<file path="config.mk">
export PLATFORM = sky130hd
export DESIGN_NAME = kb_fifo_reader
export DESIGN_NICKNAME = d
export VERILOG_FILES = /design/src/rtl/kb_fifo_reader.sv
export SDC_FILE = /design/constraint.sdc
export NUM_CORES = 1
export LEC_CHECK = 0
export ABC_AREA = 1
export CAP_MARGIN = 10
export CORE_MARGIN = 1.5
export CORE_UTILIZATION = 40
export DETAILED_ROUTE_END_ITERATION = 6
export DONT_BUFFER_PORTS = 1
export GPL_ROUTABILITY_DRIVEN = 0
export GPL_TIMING_DRIVEN = 0
export PLACE_DENSITY = 0.6
export REMOVE_ABC_BUFFERS = 1
export SLEW_MARGIN = 20
export SYNTH_ARGS = -nofsm -noshare
export SYNTH_HDL_FRONTEND = slang
export SYNTH_SLANG_ARGS = --single-unit
</file>
<file path="constraint.sdc">
create_clock -name FPGA_GlobalClock -period 1.4 [get_ports FPGA_GlobalClock]
set_input_delay 0.35 -clock FPGA_GlobalClock [delete_from_list [all_inputs] [get_ports FPGA_GlobalClock]]
set_output_delay 0.35 -clock FPGA_GlobalClock [all_outputs]
set_load 0.02 [all_outputs]
</file>
<file path="src/rtl/kb_fifo_reader.sv">
// kb_fifo_reader: read side of the keyboard FIFO.
// Pops one ASCII code at a time from a FIFO with one-cycle read latency. Each
// code is shown to the CPU on KB_IN/KB_CH until KB_EN consumes it, or until it
// has waited STALE_CYCLES cycles and is discarded. Discards are counted in a
// saturating counter.
// Optional build macro: KB_WASD_FILTER_EN. When it is defined, only W/A/S/D
// codes are presented and every other code is dropped and counted.
module kb_fifo_reader #(
    parameter logic [23:0] STALE_CYCLES = 24'd5_000_000,
    parameter int          CNT_W        = 8
) (
    input  logic             FPGA_GlobalClock,
    input  logic             FPGA_GlobalReset_n,
    input  logic             fifo_empty,
    input  logic [6:0]       fifo_dout,
    output logic             fifo_rd_en,
    output logic             KB_IN,
    output logic [6:0]       KB_CH,
    input  logic             KB_EN,
    output logic [CNT_W-1:0] drop_cnt,
    output logic             busy
);

    typedef enum logic [1:0] {IDLE, READ, CAPTURE, PRESENT} state_t;

    state_t             state_q, state_d;
    logic [6:0]         ch_q;
    logic [23:0]        stale_q;
    logic [CNT_W-1:0]   drop_q;
    logic               accept;
    logic               timeout_hit;
    logic               drop_inc;

`ifdef KB_WASD_FILTER_EN
    // Only the four movement keys are useful to the game.
    assign accept = (fifo_dout == 7'h57) || (fifo_dout == 7'h41) ||
                    (fifo_dout == 7'h53) || (fifo_dout == 7'h44);
`else
    assign accept = 1'b1;
`endif

    // A value of zero for STALE_CYCLES turns the timeout off.
    assign timeout_hit = (STALE_CYCLES != 24'd0) &&
                         (stale_q == STALE_CYCLES - 24'd1);

    // State register.
    always_ff @(posedge FPGA_GlobalClock) begin
        if (!FPGA_GlobalReset_n) state_q <= IDLE;
        else                     state_q <= state_d;
    end

    // Next-state logic. KB_EN takes priority over the timeout.
    always_comb begin
        state_d = state_q;
        case (state_q)
            IDLE:    if (!fifo_empty) state_d = READ;
            READ:    state_d = CAPTURE;
            CAPTURE: state_d = accept ? PRESENT : IDLE;
            PRESENT: begin
                if (KB_EN)            state_d = fifo_empty ? IDLE : READ;
                else if (timeout_hit) state_d = IDLE;
            end
            default: state_d = IDLE;
        endcase
    end

    // Moore outputs. The pop strobe is gated with reset, so no pop can be
    // issued in a cycle where reset is sampled low.
    always_comb begin
        fifo_rd_en = (state_q == READ) && FPGA_GlobalReset_n;
        KB_IN      = (state_q == PRESENT);
        busy       = (state_q != IDLE);
        drop_inc   = ((state_q == CAPTURE) && !accept) ||
                     ((state_q == PRESENT) && !KB_EN && timeout_hit);
    end

    // Datapath: the captured character, the wait counter and the drop counter.
    always_ff @(posedge FPGA_GlobalClock) begin
        if (!FPGA_GlobalReset_n) begin
            ch_q    <= 7'h00;
            stale_q <= 24'd0;
            drop_q  <= '0;
        end else begin
            if (state_q == CAPTURE) begin
                ch_q    <= fifo_dout;
                stale_q <= 24'd0;
            end else if (state_q == PRESENT) begin
                stale_q <= stale_q + 24'd1;
            end
            if (drop_inc && (drop_q != {CNT_W{1'b1}}))
                drop_q <= drop_q + CNT_W'(1);
        end
    end

    assign KB_CH    = ch_q;
    assign drop_cnt = drop_q;

endmodule
</file>
# Word level (Yosys, flattened, before mapping)

Index checks and enable logic that the tools add are counted.

Register bits after elaboration: 41

Reductions and logical operators: 9
Equality and inequality tests: 7
Add/sub/neg operators: 2
Bitwise logic cells: 1
Multiplexer cells: 5

Operators by type and width:

| operator                                                                 | count |
|---|---|
| 24-bit by 1-bit adder with 24-bit output (second input constant)         | 1 |
| 24-bit by 23-bit == test with 1-bit output (second input constant)       | 1 |
| 8-bit by 1-bit adder with 8-bit output (second input constant)           | 1 |
| 8-bit inequality test (second input constant)                            | 1 |
| 2-bit one-hot mux with 4 select lines                                    | 1 |
| 2-bit 2-to-1 mux                                                         | 3 |
| 2-bit == test (second input constant)                                    | 2 |
| 1-bit logical AND                                                        | 4 |
| 3-bit by 1-bit inequality test with 1-bit output (second input constant) | 1 |
| 2-bit by 1-bit == test with 1-bit output (second input constant)         | 1 |
| 2-bit logical NOT                                                        | 1 |
| 2-bit inequality test (second input constant)                            | 1 |
| 2-bit AND reduction                                                      | 1 |
| 2-bit nonzero test                                                       | 1 |
| 2-bit OR reduction                                                       | 1 |
| 1-bit logical NOT                                                        | 1 |
| 1-bit 2-to-1 mux                                                         | 1 |
| 1-bit NOT                                                                | 1 |

# Depth between registers and ports, before layout

Gate-level depths: netlist (run 1).

Depth after elaboration: 4
Gate-level depth with buffers: 10
Depth with buffers taken out: 10

# Worst setup path after synthesis (run 1)

OpenSTA, ideal clock, no wires.

Kind: register to register
From: register state_q[0]
To: register drop_q[1], in the netlist drop_cnt[1]
Arrival time: 1.501 ns
Data required time: 1.287 ns
Slack: -0.214 ns
Buffers on the path: 0
Cell stages (with the launch flop): 9
Setup time: 0.113 ns
Clock period less this slack: 1.614 ns
Cells stage by stage: dfxtp_1 ha_1 inv_2 nor2_4 inv_2 nor2_4 nand2_1 nor2_1 nor2_1

Word-level cells in the longest chain between the ends: 4

RTL lines:

| item                           | line | RTL |
|---|---|---|
| start, declared                | 26   | `state_t state_q, state_d;` |
| start signal, assigned         | 49   | `else state_q <= state_d;` |
| 2-bit == test                  | -    |  |
| named net KB_IN                | 17   | `output logic KB_IN,` |
| 1-bit logical AND (2 in a row) | 74   | `((state_q == PRESENT) && !KB_EN && timeout_hit);` |
| 1-bit logical AND              | 90   | `if (drop_inc && (drop_q != {CNT_W{1'b1}}))` |
| end signal, assigned           | 91   | `drop_q <= drop_q + CNT_W'(1);` |
| end, declared                  | 29   | `logic [CNT_W-1:0] drop_q;` |

The timed path passes the listed nets, and every way through them passes these cells.
A chain may end at the register's enable or synchronous reset.

# Worst setup path after layout (run 1)

From: register state_q[0]
To: output port fifo_rd_en

Word-level cells in the longest chain between the ends: 2

RTL lines:

| item                                     | line | RTL |
|---|---|---|
| 2-bit by 1-bit == test with 1-bit output | 70   | `fifo_rd_en = (state_q == READ) && FPGA_GlobalReset_n;` |
| 1-bit logical AND                        | 70   |  |
| end, declared                            | 16   | `output logic fifo_rd_en,` |

No other way between the ends.

==> results.yml, run 1 <==
global_route:
  global_route_wire_length_before_repair_um: 9790
  initial_antenna_violation_count: 0
  grt_util_all_layers_pct: 19.7
  global_route.overflow_total: 0
  first_global_vias: 2162
  maximum_number_of_pins_on_one_net_before_global_route_repair: 18
floorplan:
  die_y_um: 79.9
  io_pins: 29
  fp.dieArea_mm2: 0.00638
  placement_rows: 27
  core_area_mm2: 0.00561
  floorplan.initialDensity_pct: 42.2
  chipWidth_um: 79.9
setup_path:
  critical_path.cell_chain: "buf_4 > buf_6 > ha_4 > nand2_4 > inv_4"
  worst-setup-path-type: "reg2out"
  end_kind: "primary output"
  cp_slowest_stage_delay_ns: 0.37
  cp.arrival_ns: 1.18
  worst-endpoint-required_ns: 1.05
  cp-startpoint: "state_q[0]$_SDFFE_PN0P_"
  startpoint_type: "register"
  path_max_fanout: 4
  cpMaxStageDelayCell: "sky130_fd_sc_hd__dfxtp_4"
  worstReg2RegStart: "state_q[1]$_SDFFE_PN0P_"
power_and_ir_drop:
  peakVddDrop_mv: 0.876
  report.power.total_w: 0.00347
  cellLeakagePower_nw: 1.28
  p_per_area_mw_per_mm2: 1150
logic_synthesis:
  synth_top_area_cell: "sky130_fd_sc_hd__dfxtp_1"
  netlist_top_cells_area: "sky130_fd_sc_hd__dfxtp_1 35%, sky130_fd_sc_hd__nand2_1 13%, sky130_fd_sc_hd__nor2_1 12%"
  synth_enable_flop_cells: 0
  synthDistinctLibCells: 26
  yosysWarnings: 0
  synth_cells: 368
  synthesis.area_per_instance_um2: 6.43
  synth_top_cell_area_share_pct: 34.7
  yosys_most_used_dff: "sky130_fd_sc_hd__dfxtp_1"
  yosysSeqAreaShare_pct: 34.7
  post_synth_most_frequent_cells: "84 x sky130_fd_sc_hd__nand2_1, 73 x sky130_fd_sc_hd__nor2_1, 45 x sky130_fd_sc_hd__inv_1"
  synth.most_common_cell: "sky130_fd_sc_hd__nand2_1"
  asyncSetResetFlopFracSynth_pct: 0
  netlist_area_mm2: 0.00236
  synth-seq-cells: 41
timing:
  worst_slew_margin_rel_pct: 74.4
  finalSetupTns_ns: -1.21
  hold_viol: 0
  worst_slew_pin_slew_ns: 0.382
  timing.final.crit_share_pct: 109
  maxSlewViolCount: 0
  crit_path_setup_slack_layout_ns: -0.133
  report.final.setup_viol: 20
  grt_setup_unrepaired: "true"
  fmax_mhz: 652
  final.min_clock_period_ns: 1.53
  clock_skew_ns: 0.00278
cts:
  clock_sink_count: 41
  cts_max_path_buffers: 2
  clkSlewWorstSetupHoldPaths_ns: 0.08
  cts_tree: "done"
  cts-hold-fix-buffers: 0
  maximum_level_of_the_cts_h_tree: 2
  clk_root_buffer_cell: "sky130_fd_sc_hd__clkbuf_8"
  cts_buf_count: 5
  worst_skew_pair.late_latency_ns: 0.30
finish:
  diodes: 0
  finalNetCount: 412
  area_growth_pct: 28.1
  filler_cell_count: 573
  drive_above_1_share_pct: 30.1
detailed_routing:
  avgRoutedWirePerCell_um: 12.7
  detailedRoute.firstIterationViolations: 98
  detail-route-antenna-nets: 0
  routedLengthMet1_um: 2840
  top_signal_layer_used: "met4"
  drt_pass1_iterations: 4
  route.detailed.vias_per_inst: 4.97
  route.vias.total: 2320
  route.met3.wl_um: 180
  detail_route.drc_violations: 0
  routed-wl-met2_um: 2800
  overall_routed_net_length_um: 5940
placement:
  hpwlAfterDp_um: 3970
  buffer_ports.inserted: 0
worst_hold_path:
  hold_start: "FPGA_GlobalReset_n"
  hold_path.class: "in2reg"
outcome:
  failed_checks: "setup timing"
  run_status: "complete, but fails checks"
job:
  maxCapViolations: 0
==> metal layers <==
metal  track usage [%]  vias to the layer above
li1                  -                     1217
met1              25.6                     1067
met2              32.2                       25
met3              4.34                       11
met4              6.38                        0
met5                 0                        -
==> stage by stage <==
| stage | setup slack (ns) | area, µm² | hold WS, ns | std cells | util [%] |
|---|---|---|---|---|---|
| 6_report | -0.133 | 3030 | 0.154 | 467 | 54.0 |
| 5_1_grt | -0.226 | 3030 | 0.147 | 467 | 54.0 |
| 4_1_cts | -0.129 | 2860 | 0.145 | 456 | 51.0 |
| 3_5_place_dp | -1.24 | 2440 | 0.456 | 437 | 43.5 |
| 3_3_place_gp | -1.24 | 2440 | 0.455 | 437 | 43.5 |
| 2_1_floorplan | -0.394 | 2350 | 0.437 | 365 | - |
==> cell usage in the layout (no fill, tap or decap), types with 5 or more instances in the layout <==
master / count
sky130_fd_sc_hd__nand2_1: 78
sky130_fd_sc_hd__nor2_1: 68
sky130_fd_sc_hd__nand2_4: 5
sky130_fd_sc_hd__buf_4: 17
sky130_fd_sc_hd__a21oi_1: 17
sky130_fd_sc_hd__dfxtp_1: 16
sky130_fd_sc_hd__dfxtp_4: 5
sky130_fd_sc_hd__inv_1: 39
sky130_fd_sc_hd__clkbuf_8: 5
sky130_fd_sc_hd__nor2_2: 6
sky130_fd_sc_hd__nor3_2: 6
sky130_fd_sc_hd__dfxtp_2: 20
sky130_fd_sc_hd__nor2_4: 10
sky130_fd_sc_hd__nand3_2: 5
sky130_fd_sc_hd__inv_2: 14
sky130_fd_sc_hd__o21ai_0: 10
sky130_fd_sc_hd__nand3_1: 16
sky130_fd_sc_hd__nand4_1: 11
==> area by class of cell <==
cell class,instances,area (µm²),area share (%)
Multi-Input combinational cell,269,1540,50.7
Sequential cell,41,865,28.5
Clock inverter,3,65.1,2.15
Inverter,55,213,7.02
Clock buffer,5,68.8,2.27
Tap cell,72,90.1,2.97
Timing Repair Buffer,22,193,6.36
==> cells by family (layout without fill, tap and decap cells) <==
kind of cell / Yosys count / after routing / share of synthesized area [%]
AND/OR/NAND/NOR: 224 / 224 / 43.5
buffers and inverters: 58 / 85 / 9.31
flip-flops: 41 / 41 / 34.7
AO/OA/AOI/OAI: 35 / 35 / 7.62
adder cells (fa/ha/maj): 7 / 7 / 3.70
XOR/XNOR: 3 / 3 / 1.11
==> path summary, 6_finish.rpt <==
path                              end  slack, ns  cells past startpoint
min reg2reg   stale_q[8]$_SDFFE_PP0P_       0.47                      2
max reg2reg  stale_q[23]$_SDFFE_PP0P_      -0.12                      8
max                        fifo_rd_en      -0.13                      5
min          drop_cnt[1]$_SDFFE_PN0P_       0.15                      2
==> worst max-delay path: cells and delay by family (launching register included) <==
kind / cells / cell delay (ns)
buffers and inverters: 3 / 0.29
and+or+nand+nor: 1 / 0.07
DFF: 1 / 0.37
adders and majority gates: 1 / 0.15
==> power breakdown <==
part | switching (W) | leakage, nW | total, W | internal [W]
logic | 0.000481 | 0.864 | 0.000845 | 0.000364
registers | 0.000187 | 0.346 | 0.00148 | 0.00129
clock network | 0.000439 | 0.0681 | 0.00115 | 0.000709
==> state kept, by name (all words and copies together) (netlist names) <==
register	flops
stale_q	24
drop_cnt	8
KB_CH	7
state_q	2
==> repair_timing <==
item                       4_1_cts  5_1_grt
buffers inserted                11       12
setup endpoints to repair       37       32
gates resized for setup         54       34
pin swaps                        9       13
Note: power is estimated with default switching activity, not from simulation.
==> inputs of run 2 (changes only) <==
Settings changed: ABC_AREA 1 to default.
==> run 2 against run 1 <==
  * The run still ends with setup timing left
  * Sequential power shrank 9%
  * Die area is 10% lower
  * Clock skew grew 0.0054 ns
  * Critical path type is now reg2reg
  * Critical endpoint is now state_q[0]$_SDFFE_PN0P_
  * Highest routed layer unchanged
==> results.yml, run 2 <==
outcome:
  run_status: "complete, but fails checks"
  failed_checks: "setup timing"
cts:
  clk_root_buffer_cell: "sky130_fd_sc_hd__clkbuf_8"
  cts_buf_count: 5
  clock_sink_count: 41
  cts_tree: "done"
  worst_skew_pair.late_latency_ns: 0.29
  cts_max_path_buffers: 2
  maximum_level_of_the_cts_h_tree: 2
  clkSlewWorstSetupHoldPaths_ns: 0.08
logic_synthesis:
  synth-seq-cells: 41
  asyncSetResetFlopFracSynth_pct: 0
  yosys_most_used_dff: "sky130_fd_sc_hd__dfxtp_1"
  synth-simple-area-share_pct: 30.6
  synth_cells: 242
  yosys.area_share.xor_xnor_pct: 4.14
  synth_top_cell_area_share_pct: 38.8
  synthAdderAreaFrac_pct: 4.14
  synthesis.area_per_instance_um2: 8.75
  synth_compound_gate_area_share_pct: 10.8
  netlist_top_cells_area: "sky130_fd_sc_hd__dfxtp_1 39%, sky130_fd_sc_hd__mux2i_1 7.1%, sky130_fd_sc_hd__nand2_1 4.8%"
  main_combinational_cell_family_by_area_after_synthesis: "simple AND/OR/NAND/NOR gates"
  netlist_area_mm2: 0.00212
  synth_top_area_cell: "sky130_fd_sc_hd__dfxtp_1"
  yosysSeqAreaShare_pct: 38.8
  yosysWarnings: 0
  synthDistinctLibCells: 45
  post_synth_most_frequent_cells: "41 x sky130_fd_sc_hd__dfxtp_1, 27 x sky130_fd_sc_hd__nand2_1, 22 x sky130_fd_sc_hd__nor2_1"
  synth.most_common_cell: "sky130_fd_sc_hd__dfxtp_1"
  synth_enable_flop_cells: 0
  post_synth_mux_area_share_pct: 7.09
setup_path:
  worst-r2r-cell-count: 4
  end_kind: "register"
  worst-setup-path-type: "reg2reg"
  r2r_end: "state_q[0]$_SDFFE_PN0P_"
  reg2reg_slack_ns: -0.79
  path_max_fanout: 7
  worst-endpoint-required_ns: 1.62
  worstReg2RegStart: "stale_q[12]$_SDFFE_PP0P_"
  startpoint_type: "register"
  cp.arrival_ns: 2.40
floorplan:
  placement_rows: 26
  core_area_mm2: 0.00511
  fp.dieArea_mm2: 0.00574
  die_y_um: 75.8
  floorplan.initialDensity_pct: 41.5
  io_pins: 29
  chipWidth_um: 75.8
detailed_routing:
  detail-route-antenna-nets: 0
  detail_route.drc_violations: 0
  route.detailed.vias_per_inst: 5.54
  drt_pass1_iterations: 4
  route.vias.total: 1857
  overall_routed_net_length_um: 4850
  avgRoutedWirePerCell_um: 14.5
  detailedRoute.firstIterationViolations: 102
finish:
  mostFrequentLayoutCell: "sky130_fd_sc_hd__dfxtp_1"
  filler_cell_count: 483
  registers.top_by_ff_count: "stale_q"
  diodes: 0
  finalNetCount: 282
  area_growth_pct: 27.1
  drive_above_1_share_pct: 26.4
  layout.cells.most_common_list: "34 x sky130_fd_sc_hd__dfxtp_1, 26 x sky130_fd_sc_hd__nand2_1, 22 x sky130_fd_sc_hd__nor2_1, 16 x sky130_fd_sc_hd__buf_4, 15 x sky130_fd_sc_hd__mux2i_1"
  stdcell_count: 335
  flip_flop_count_of_the_largest_register_all_copies_and_words_added: 24
global_route:
  global_route.overflow_total: 0
  first_global_vias: 1691
  global_route_wire_length_before_repair_um: 8050
  maximum_number_of_pins_on_one_net_before_global_route_repair: 23
  grt_util_all_layers_pct: 18.1
  initial_antenna_violation_count: 0
timing:
  clock_skew_ns: 0.00820
  fmax_mhz: 457
  final.min_clock_period_ns: 2.19
  maxSlewViolCount: 0
  grt_setup_unrepaired: "true"
  crit_path_setup_slack_layout_ns: -0.788
  hold_slack_ns: 0.168
  hold_viol: 0
  worst_slew_margin_rel_pct: 71.1
  finalSetupTns_ns: -13.69
  report.final.setup_viol: 32
  timing.final.crit_share_pct: 156
  worst_slew_pin_slew_ns: 0.432
worst_hold_path:
  hold_start: "FPGA_GlobalReset_n"
  holdPathStages: 2
  worst_hold_path_ep: "drop_cnt[6]$_SDFFE_PN0P_"
  hold_path.class: "in2reg"
placement:
  buffer_ports.inserted: 0
  hpwlAfterDp_um: 2910
  number_of_cells_after_detailed_placement: 301
power_and_ir_drop:
  report.power.total_w: 0.00302
  cellLeakagePower_nw: 0.987
  peakVddDrop_mv: 0.976
  p_per_area_mw_per_mm2: 1120
job:
  maxCapViolations: 0
## run 2: area by class of cell
cell class | count | area (µm²) | share of cell area (%)
clock buffers | 7 | 86.3 | 3.21
clock inverters | 1 | 30.0 | 1.12
well taps | 70 | 87.6 | 3.26
multi-input cells | 185 | 1420 | 52.8
repair buffers | 24 | 204 | 7.58
inverters | 7 | 26.3 | 0.977
flip-flops and latches | 41 | 835 | 31.0
## run 2: routing by layer
| layer | vias up | wire length (µm) | track usage, % |
|---|---|---|---|
| met2 | 26 | 2320 | 27.3 |
| met4 | 0 | 31 | 3.77 |
| met5 | - | 0 | 0 |
| met1 | 894 | 2350 | 25.9 |
| met3 | 4 | 145 | 5.03 |
| li1 | 933 | - | - |
## run 2: worst max-delay path by stage
stage          slack, ns                  endpoint                     start  depth (start not counted)
2_1_floorplan      -0.90  stale_q[23]$_SDFFE_PP0P_   state_q[1]$_SDFFE_PN0P_                          5
3_5_place_dp       -1.26  stale_q[23]$_SDFFE_PP0P_   state_q[1]$_SDFFE_PN0P_                          5
6_report           -0.79   state_q[0]$_SDFFE_PN0P_  stale_q[12]$_SDFFE_PP0P_                          4
4_1_cts            -0.77   state_q[0]$_SDFFE_PN0P_  stale_q[16]$_SDFFE_PP0P_                          4
3_3_place_gp       -1.21  stale_q[23]$_SDFFE_PP0P_   state_q[0]$_SDFFE_PN0P_                          5
5_1_grt            -0.82   state_q[0]$_SDFFE_PN0P_  stale_q[12]$_SDFFE_PP0P_                          4
## run 2: through the flow
| step | setup WS, ns | instance area [µm²] | util, % |
|---|---|---|---|
| after floorplan | -0.898 | 2050 | - |
| after global placement | -1.21 | 2140 | 41.8 |
| after detailed placement | -1.26 | 2140 | 41.8 |
| after CTS | -0.775 | 2660 | 52.0 |
| after global routing | -0.824 | 2690 | 52.7 |
| final | -0.788 | 2690 | 52.7 |
## run 2: worst max-delay path, stage by stage, from the launching register on
cell	delay (ns)
sky130_fd_sc_hd__dfxtp_4	0.36
sky130_fd_sc_hd__or4b_4	0.51
sky130_fd_sc_hd__or4_4	0.55
sky130_fd_sc_hd__or4b_1	0.51
sky130_fd_sc_hd__a32oi_1	0.17
## run 2: where the power goes
group | switching (W) | internal [W] | total [W] | leakage (nW)
combinational | 0.000386 | 0.000291 | 0.000678 | 0.593
clock | 0.000408 | 0.000582 | 0.000989 | 0.0585
sequential | 0.000119 | 0.00123 | 0.00135 | 0.335
## run 2: kinds of logic after synthesis
| logic type | after synthesis |
|---|---|
| fa+ha+maj | 7 |
| mux | 15 |
| compound gates | 33 |
| simple gates | 118 |
| buf+inv | 18 |
| xor+xnor | 10 |
| flops | 41 |
## run 2: timing repair
action                     in CTS  in global routing
resized for setup              47                 10
hold buffers                    0                  0
buffers inserted               23                  1
pin swaps                      20                  3
cloned                          2                  0
setup endpoints to repair      37                 35
==> inputs of run 3 (changes only) <==
Settings changed: HOLD_SLACK_MARGIN from default to 0.03, PLACE_DENSITY 0.6 to 0.58.
Clock period 1.4 ns to 2.55 ns, I/O delays scaled along.
==> run 3 against run 2 <==
  * The flow now finishes without violations
  * Setup slack gained 0.92 ns
  * Clock power shrank 37%
  * Cell area shrank 15%
  * Core utilization shrank 8.0 points
  * Non-clock buffer count shrank 24
  * Final cell count shrank 7.8%
  * Flip-flop and latch count is the same
  * Clock-buffer cell count shrank 2
  * Register-to-register slack gained 0.92 ns
  * Combinational power shrank 57%
  * Clock skew shrank 0.0041 ns
  * Critical path type unchanged
  * Critical endpoint is now stale_q[23]$_SDFFE_PP0P_
  * Largest cell class unchanged
  * Largest power group unchanged
==> results.yml, run 3 (synthesized netlist as in run 2, its figures left out) <==
outcome:
  run_status: "finished clean"
timing:
  maxSlewViolCount: 0
  fmax_mhz: 414
  timing.final.crit_share_pct: 94.7
  worst_slew_pin_slew_ns: 0.911
  hold_slack_ns: 0.466
  report.final.setup_viol: 0
  hold_viol: 0
  clock_skew_ns: 0.00414
  grt_setup_unrepaired: "false"
  worst_slew_margin_rel_pct: 39.1
  final.min_clock_period_ns: 2.41
  finalSetupTns_ns: 0
floorplan:
  die_y_um: 75.8
  fp.dieArea_mm2: 0.00574
  placement_rows: 26
  core_area_mm2: 0.00511
  floorplan.initialDensity_pct: 41.5
  chipWidth_um: 75.8
  io_pins: 29
detailed_routing:
  drt_pass1_iterations: 4
  overall_routed_net_length_um: 4300
  avgRoutedWirePerCell_um: 13.9
  route.vias.total: 1714
  route.detailed.vias_per_inst: 5.55
  detail_route.drc_violations: 0
  detail-route-antenna-nets: 0
  detailedRoute.firstIterationViolations: 117
power_and_ir_drop:
  clock_power_share_pct: 37.9
  p_switching_w: 0.000469
  p_per_area_mw_per_mm2: 720
  peakVddDrop_mv: 0.452
  p_comb_share_pct: 17.6
  cellLeakagePower_nw: 0.775
  seq_power_share_pct: 44.6
  power.switching_fraction_pct: 28.5
  cellInternalPower_w: 0.00118
finish:
  filler_cell_count: 520
  mostFrequentLayoutCell: "sky130_fd_sc_hd__dfxtp_1"
  diodes: 0
  multi_input_area_mm2: 0.00121
  ff_latch_area_um2: 821
  finalCoreUtilization_pct: 44.7
  layout.cells.most_common_list: "41 x sky130_fd_sc_hd__dfxtp_1, 27 x sky130_fd_sc_hd__nand2_1, 22 x sky130_fd_sc_hd__nor2_1, 15 x sky130_fd_sc_hd__mux2i_1, 11 x sky130_fd_sc_hd__nand4_1"
  finalNetCount: 256
  post-route-cell-area_mm2: 0.00228
  drive_above_1_share_pct: 7.53
  flip_flop_count_of_the_largest_register_all_copies_and_words_added: 24
  registers.top_by_ff_count: "stale_q"
  area_growth_pct: 7.80
cts:
  cts_resized: 1
  clock_sink_count: 41
  maximum_level_of_the_cts_h_tree: 2
  cts_buf_count: 5
  cts-hold-fix-buffers: 0
  clkSlewWorstSetupHoldPaths_ns: 0.08
  cts_max_path_buffers: 2
  cts_post_setup_buffers_inserted: 0
  worst_skew_pair.late_latency_ns: 0.29
  clk_root_buffer_cell: "sky130_fd_sc_hd__clkbuf_8"
  cts_tree: "done"
placement:
  buffer_ports.inserted: 0
  dpl_cell_area_mm2: 0.00214
  hpwlAfterDp_um: 2980
setup_path:
  startpoint_type: "register"
  cp.arrival_ns: 2.63
  end_kind: "register"
  worst-endpoint-required_ns: 2.76
  path_max_fanout: 9
  worst-setup-path-type: "reg2reg"
global_route:
  grt_util_all_layers_pct: 16.2
  global_route.usage.met2_pct: 23.7
  initial_antenna_violation_count: 0
  grtUsageMet3_pct: 5.42
  maximum_number_of_pins_on_one_net_before_global_route_repair: 21
  global_route_wire_length_before_repair_um: 6980
  first_global_vias: 1516
  busiest_layer: "met2"
  global_route.overflow_total: 0
  grt_use_met1_pct: 22.5
worst_hold_path:
  hold_path.class: "in2reg"
job:
  maxCapViolations: 0
## run 3: worst max-delay path, cell delays in order (launching register included)
cell and delay [ns]:
sky130_fd_sc_hd__dfxtp_1 0.41, sky130_fd_sc_hd__ha_2 0.38, sky130_fd_sc_hd__nand4_1 0.34, sky130_fd_sc_hd__or4_4 0.58, sky130_fd_sc_hd__or4_1 0.48, sky130_fd_sc_hd__a21oi_1 0.15
## run 3: metal layers
metal  routed length (µm)  vias to the layer above
li1                     -                      884
met1                 2160                      789
met2                 1910                       37
met3                  199                        4
met4                   32                        0
met5                    0                        -
## run 3: power groups by stage
stage	Clock [W]	Sequential (W)	Combinational, W
finish	0.000623	0.000733	0.000289
CTS	0.000638	0.000734	0.000295
global route	0.000667	0.000739	0.000334
detailed placement	0	0.000747	0.000292
floorplan	0	0.000739	0.000240
global placement	0	0.000747	0.000288
## run 3: path summary, 6_finish.rpt
kind                            startpoint                        to  slack (ns)  cells past startpoint
setup / recovery   state_q[1]$_SDFFE_PN0P_  stale_q[23]$_SDFFE_PP0P_        0.14                      5
setup reg to reg   state_q[1]$_SDFFE_PN0P_  stale_q[23]$_SDFFE_PP0P_        0.14                      5
hold / removal          FPGA_GlobalReset_n  drop_cnt[2]$_SDFFE_PN0P_        0.47                      1
hold reg to reg   stale_q[23]$_SDFFE_PP0P_  stale_q[23]$_SDFFE_PP0P_        0.50                      2
## run 3: metrics by stage
| stage | instances | setup WS, ns | power, W |
|---|---|---|---|
| floorplan | 231 | 0.252 | 0.000979 |
| global placement | 301 | -0.0884 | 0.00104 |
| detailed placement | 301 | -0.111 | 0.00104 |
| CTS | 309 | 0.0461 | 0.00167 |
| global route | 309 | 0.0233 | 0.00174 |
| finish | 309 | 0.135 | 0.00164 |
## run 3: area by class of cell
cell class | count | share of cell area, %
sequential | 41 | 36.0
inverter | 7 | 1.15
multi-input combinational | 183 | 53.2
clock inverter | 3 | 2.85
clock buffer | 5 | 3.02
tap | 70 | 3.84
